===== src/rtl/uart_pkg.sv =====
// -----------------------------------------------------------------------------
// uart_pkg
// Shared definitions for the UART transmitter and receiver: frame geometry,
// the transmit state encoding and the baud divisor helper.
// -----------------------------------------------------------------------------
package uart_pkg;

    // 8N1 framing: one start bit, eight data bits, one stop bit.
    localparam int DATA_BITS  = 8;
    localparam int FRAME_BITS = 10;

    typedef enum logic [1:0] {
        S_IDLE,
        S_START,
        S_DATA,
        S_STOP
    } tx_state_e;

    // Clock cycles per serial bit, integer-truncated.
    function automatic int cycles_per_bit(input int clk_hz, input int bit_rate);
        return clk_hz / bit_rate;
    endfunction

endpackage


===== src/rtl/byte_fifo.sv =====
// -----------------------------------------------------------------------------
// byte_fifo
// Small synchronous circular FIFO. Pointers carry one extra wrap bit so full
// and empty are told apart by comparing the MSBs; occupancy is the pointer
// difference. The head entry is presented combinationally on data_o.
//
// Ports
//   clk_i    in   clock, rising edge
//   rst_ni   in   asynchronous active-low reset (clears pointers)
//   push_i   in   write data_i on this edge (ignored when full)
//   data_i   in   WIDTH-bit write data
//   pop_i    in   drop the head entry on this edge (ignored when empty)
//   data_o   out  head entry, valid while !empty_o
//   full_o   out  DEPTH entries held
//   empty_o  out  no entries held
//   level_o  out  occupancy 0..DEPTH
// -----------------------------------------------------------------------------
module byte_fifo
    import uart_pkg::*;
#(
    parameter int DEPTH = 4,          // power of two, at least 2
    parameter int WIDTH = DATA_BITS
) (
    input  logic                       clk_i,
    input  logic                       rst_ni,
    input  logic                       push_i,
    input  logic [WIDTH-1:0]           data_i,
    input  logic                       pop_i,
    output logic [WIDTH-1:0]           data_o,
    output logic                       full_o,
    output logic                       empty_o,
    output logic [$clog2(DEPTH):0]     level_o
);

    localparam int AW = $clog2(DEPTH);

    logic [WIDTH-1:0] mem_q [DEPTH];
    logic [AW:0]      wr_ptr_q;
    logic [AW:0]      rd_ptr_q;
    logic             do_push;
    logic             do_pop;

    // Same index with differing wrap bits means the writer is a full lap ahead.
    assign empty_o = (wr_ptr_q == rd_ptr_q);
    assign full_o  = (wr_ptr_q[AW] != rd_ptr_q[AW]) &&
                     (wr_ptr_q[AW-1:0] == rd_ptr_q[AW-1:0]);
    assign level_o = wr_ptr_q - rd_ptr_q;
    assign data_o  = mem_q[rd_ptr_q[AW-1:0]];

    assign do_push = push_i && !full_o;
    assign do_pop  = pop_i && !empty_o;

    // NOTE: sequential state is always updated with non-blocking assignments so
    // every flop samples the pre-edge values, independent of block ordering.
    always_ff @(posedge clk_i or negedge rst_ni) begin
        if (!rst_ni) begin
            wr_ptr_q <= '0;
            rd_ptr_q <= '0;
        end else begin
            if (do_push) wr_ptr_q <= wr_ptr_q + 1'b1;
            if (do_pop)  rd_ptr_q <= rd_ptr_q + 1'b1;
        end
    end

    // NOTE: the storage array is deliberately left out of reset; the pointers
    // alone define which entries are meaningful, and an unreset array maps to
    // plain RAM or cheap flops.
    always_ff @(posedge clk_i) begin
        if (do_push) mem_q[wr_ptr_q[AW-1:0]] <= data_i;
    end

endmodule


===== src/rtl/uart_tx_fifo.sv =====
// -----------------------------------------------------------------------------
// uart_tx_fifo
// 8N1 UART transmitter fed by a byte FIFO. Producers queue bytes with a
// VALID/READY handshake; the serializer drains the FIFO and sends frames
// back to back with no idle time between them.
//
// Ports
//   CLK    in   system clock, rising edge
//   RST_N  in   asynchronous active-low reset; abandons any frame in flight
//   VALID  in   producer offers DATA
//   DATA   in   byte to queue, taken on an edge with VALID && READY
//   READY  out  FIFO not full
//   TX     out  serial line, idle high, driven from a flop
//   BUSY   out  registered: frame on the line or bytes queued
//   LEVEL  out  FIFO occupancy 0..DEPTH
// -----------------------------------------------------------------------------
module uart_tx_fifo
    import uart_pkg::*;
#(
    parameter int BIT_RATE = 9600,
    parameter int CLK_HZ   = 12_000_000,   // CLK_HZ/BIT_RATE must be at least 4
    parameter int DEPTH    = 4             // power of two, at least 2
) (
    input  logic                       CLK,
    input  logic                       RST_N,
    input  logic                       VALID,
    input  logic [7:0]                 DATA,
    output logic                       READY,
    output logic                       TX,
    output logic                       BUSY,
    output logic [$clog2(DEPTH):0]     LEVEL
);

    localparam int              CPB      = cycles_per_bit(CLK_HZ, BIT_RATE);
    localparam int              CW       = $clog2(CPB);
    localparam logic [CW-1:0]   BAUD_MAX = CW'(CPB - 1);
    localparam int              IW       = $clog2(DATA_BITS);
    localparam logic [IW-1:0]   LAST_BIT = IW'(DATA_BITS - 1);

    tx_state_e              state_q;
    logic [CW-1:0]          baud_q;
    logic [IW-1:0]          bit_idx_q;
    logic [DATA_BITS-1:0]   shift_q;
    logic                   tx_q;
    logic                   busy_q;

    logic                   fifo_full;
    logic                   fifo_empty;
    logic [DATA_BITS-1:0]   fifo_head;
    logic                   push;
    logic                   pop;
    logic                   bit_end;

    assign READY   = !fifo_full;
    assign push    = VALID && !fifo_full;
    assign bit_end = (baud_q == BAUD_MAX);

    // The head is taken either from idle or at the last cycle of a stop bit;
    // the latter chains frames with no idle cycle in between.
    assign pop = !fifo_empty &&
                 ((state_q == S_IDLE) || ((state_q == S_STOP) && bit_end));

    byte_fifo #(
        .DEPTH (DEPTH),
        .WIDTH (DATA_BITS)
    ) u_fifo (
        .clk_i   (CLK),
        .rst_ni  (RST_N),
        .push_i  (push),
        .data_i  (DATA),
        .pop_i   (pop),
        .data_o  (fifo_head),
        .full_o  (fifo_full),
        .empty_o (fifo_empty),
        .level_o (LEVEL)
    );

    always_ff @(posedge CLK or negedge RST_N) begin
        if (!RST_N) begin
            state_q   <= S_IDLE;
            baud_q    <= '0;
            bit_idx_q <= '0;
            shift_q   <= '0;
            tx_q      <= 1'b1;
            busy_q    <= 1'b0;
        end else begin
            // TX and BUSY trail the state by one cycle, so both line up with
            // each other and every bit still spans exactly CPB cycles.
            unique case (state_q)
                S_START: tx_q <= 1'b0;
                S_DATA:  tx_q <= shift_q[0];
                default: tx_q <= 1'b1;
            endcase
            busy_q <= (state_q != S_IDLE) || !fifo_empty;

            // Every state change happens on a bit boundary, so wrapping at the
            // boundary also restarts the count in the new state.
            if ((state_q == S_IDLE) || bit_end) baud_q <= '0;
            else                                baud_q <= baud_q + 1'b1;

            unique case (state_q)
                S_IDLE: begin
                    if (!fifo_empty) begin
                        shift_q <= fifo_head;
                        state_q <= S_START;
                    end
                end
                S_START: begin
                    if (bit_end) begin
                        bit_idx_q <= '0;
                        state_q   <= S_DATA;
                    end
                end
                S_DATA: begin
                    if (bit_end) begin
                        shift_q <= {1'b0, shift_q[DATA_BITS-1:1]};
                        if (bit_idx_q == LAST_BIT) state_q   <= S_STOP;
                        else                       bit_idx_q <= bit_idx_q + 1'b1;
                    end
                end
                S_STOP: begin
                    if (bit_end) begin
                        if (!fifo_empty) begin
                            shift_q <= fifo_head;
                            state_q <= S_START;
                        end else begin
                            state_q <= S_IDLE;
                        end
                    end
                end
                default: state_q <= S_IDLE;
            endcase
        end
    end

    assign TX   = tx_q;
    assign BUSY = busy_q;

endmodule


===== config.mk =====
export PLATFORM = sky130hd
export DESIGN_NAME = uart_tx_fifo
export DESIGN_NICKNAME = d
export VERILOG_FILES = /design/src/rtl/uart_pkg.sv /design/src/rtl/byte_fifo.sv /design/src/rtl/uart_tx_fifo.sv
export SDC_FILE = /design/constraint.sdc
export NUM_CORES = 1
export LEC_CHECK = 0
export CORE_MARGIN = 2
export CORE_UTILIZATION = 35
export DETAILED_ROUTE_END_ITERATION = 12
export GPL_ROUTABILITY_DRIVEN = 0
export SLEW_MARGIN = 20
export SYNTH_ARGS = -nofsm -noshare
export SYNTH_HDL_FRONTEND = slang
export SYNTH_SLANG_ARGS = --single-unit
export TNS_END_PERCENT = 100

===== constraint.sdc =====
create_clock -name CLK -period 4 [get_ports CLK]
set_input_delay 0.6 -clock CLK [delete_from_list [all_inputs] [get_ports CLK]]
set_output_delay 0.6 -clock CLK [all_outputs]
set_load 0.005 [all_outputs]

==> summary.txt <==
worst-margin pin slew: 0.615 ns
clk buf depth: 2
HP Class: reg -> reg
Mapped Cells: 211
top post-synthesis cells by area: edfxtp_1 (32%), dfrtp_1 (26%), ha_1 (6.7%)
Fin. Hold Viols: 0
Synth top area share: 32.1%
final setup TNS: 0 ns
cell row count: 33
Core Area: 8260 µm²
vias in the first global route: 1,771
layout cells sized above 1: 18.5%
ANT nets after route: 0
hold_sp: shift_q[0]$_DFFE_PN0P_
Synthesized Nets: 239
leading cell types in the layout, fill and taps excluded: edfxtp_1 (32), dfrtp_1 (31), mux2_2 (16), ha_1 (16), clkdlybuf4s50_1 (16)
DP Area: 3250 µm²
hold_buf cts: 0
htree depth: 3
Switch Pwr: 0.900 mW
Fill cells: 766
setup bufs post-CTS: 0
combinational share of power: 39.9%
I/O Pins: 17
CTS resizes: 0
Post-DP HPWL: 3.52 mm
Sw Ratio: 34.3%
die area: 9320 µm²
Netlist cell types: 41
Avg Inst Size Synth: 14.2 µm²
Pwr Density: 763 nW/µm²
Total Routed Length: 5.21 mm
Area Growth Syn to Fin: 14.7%
RSZ-0062 raised after global routing: false
worst skew pair latency: 0.34 ns
fin nets: 262
sequential share of power: 39.9%
#FFs+latches synth: 64
pin count of the biggest net entering global routing: 33
Port Buffers: 16
initial core utilization: 36.3%
die height: 96.6 µm
die width: 96.6 µm
Finish-stage setup viols: 0
Clock Root Buffer: clkbuf_8
max-slew violations: 0
cell taking the most area after synthesis: edfxtp_1
Tot Pwr: 2.62 mW
Clock Power Share: 20.1%
Slew headroom: 59.0%
All-Layer GR Usage: 13.1%
CTS tree: yes
kind of critical path: reg -> out
vias post-DR: 1,687
total congestion overflow: 0
Fin Clk Skew: 0.00915 ns
register area share after synthesis: 58.8%
Pre-Repair DR Iteration Count: 4
worst path required time: 3.40 ns
DR WL/cell: 15.2 µm
first-pass GRT wire length: 8.88 mm
MaxCap Viol Count: 0
Pint: 1.72 mW
outcome: complete, no violations
ant diodes: 0
r2r startpoint: u_fifo.rd_ptr_q[0]$_DFFE_PN0P_
asr flop ratio synth: 50.0%
vias per inst: 4.92
clock sink count: 64
Startpoint Class: flop
total CTS buffers: 9
most common cell after layout, fill and taps aside: edfxtp_1
crit path max fanout: 11
Post-synth EDFFs: 32
Fmax: 341 MHz
crit path capture type: output pin
WP data arrival: 2.33 ns
Top FF cell, synth: edfxtp_1
register clock-pin slew on the reported worst setup and hold paths: 0.07 ns
Post-Syn Area: 3000 µm²
initial antenna violation count: 0
DRT iter0 DRCs: 62
Peak VDD IR: 478 µV
CP Launch Point: u_fifo.rd_ptr_q[0]$_DFFE_PN0P_
Lkg Pwr: 1.33 nW
Final Cell Area: 3440 µm²
Residual DRC: 0
Final min period: 2.93 ns
YS warnings: 0
Tcrit/Tclk final: 73.4%
## worst max-delay path: stages, from the launching register on
cell             delay, ns
dfrtp_1               0.60
ha_1                  0.34
fa_1                  0.37
xor2_1                0.16
clkdlybuf4s50_1       0.52
## synthesized netlist by cell type (all sizes together), types with 2 or more instances
master / instances
or3: 2
buf: 5
mux4: 8
a21oi: 2
xor2: 10
nor2: 15
nand2: 12
mux2: 16
nand3: 10
o311ai: 2
nor3: 4
nand2b: 2
nor3b: 2
ha: 16
nand4: 2
a41oi: 2
inv: 12
xnor2: 5
dfrtp: 31
o21ai: 5
edfxtp: 32
and2: 4
## per-layer routing
layer / routed length, µm / vias up / GRT usage [%]
li1: - / 810 / -
met1: 2510 / 838 / 17.0
met2: 2440 / 33 / 20.0
met3: 152 / 6 / 3.49
met4: 107 / 0 / 7.39
met5: 0 / - / 0
## registers in the layout, indices dropped and copies added (netlist names)
name,flops
BUSY,1
TX,1
baud_q,11
bit_idx_q,3
shift_q,8
state_q,2
u_fifo.mem_q,32
u_fifo.rd_ptr_q,3
u_fifo.wr_ptr_q,3
## cell type report
class	instances	area, µm²	area share, %
clock buffer	9	124	3.60
multi-input combinational	130	1150	33.3
inverter	12	45.0	1.31
timing repair buffer	17	168	4.88
tap	105	131	3.82
sequential	64	1760	51.3
clock inverter	6	61.3	1.78
## per-stage QoR
| step | utilization, % | worst slack [ns] | std cells | hold slack (ns) |
|---|---|---|---|---|
| after floorplan | - | 2.08 | 211 | 0.304 |
| after global placement | 39.4 | 1.41 | 328 | 0.482 |
| after detailed placement | 39.4 | 1.38 | 328 | 0.487 |
| after CTS | 41.6 | 1.00 | 343 | 0.503 |
| after global routing | 41.6 | 0.877 | 343 | 0.534 |
| final | 41.6 | 1.07 | 343 | 0.499 |
## worst paths after layout
kind,slack (ns),end,depth (start not counted)
max in group asynchronous,3.02,TX$_DFF_PN1_,2
min reg2reg,0.50,TX$_DFF_PN1_,2
min,0.50,TX$_DFF_PN1_,2
min in group asynchronous,0.65,baud_q[6]$_DFF_PN0_,2
max,1.07,LEVEL[2],4
max reg2reg,1.57,u_fifo.mem_q[3][1]$_DFFE_PP_,3
## cell families after synthesis
family                   share of synthesized area [%]
flip-flops                                        58.8
AND/OR/NAND/NOR                                   9.60
multiplexers                                      12.1
AO/OA/AOI/OAI                                     4.51
buffers and inverters                             2.96
adder cells (fa/ha/maj)                           7.35
XOR/XNOR                                          4.63
## power by group through the flow
stage          sequential, mW  clock (mW)  combinational (mW)
3_5_place_dp             1.07           0                1.05
4_1_cts                  1.05       0.541                1.06
2_1_floorplan           0.992           0               0.807
3_3_place_gp             1.06           0                1.03
6_report                 1.05       0.528                1.05
5_1_grt                  1.08       0.572                1.17
Power figures use the tool's default switching activity.
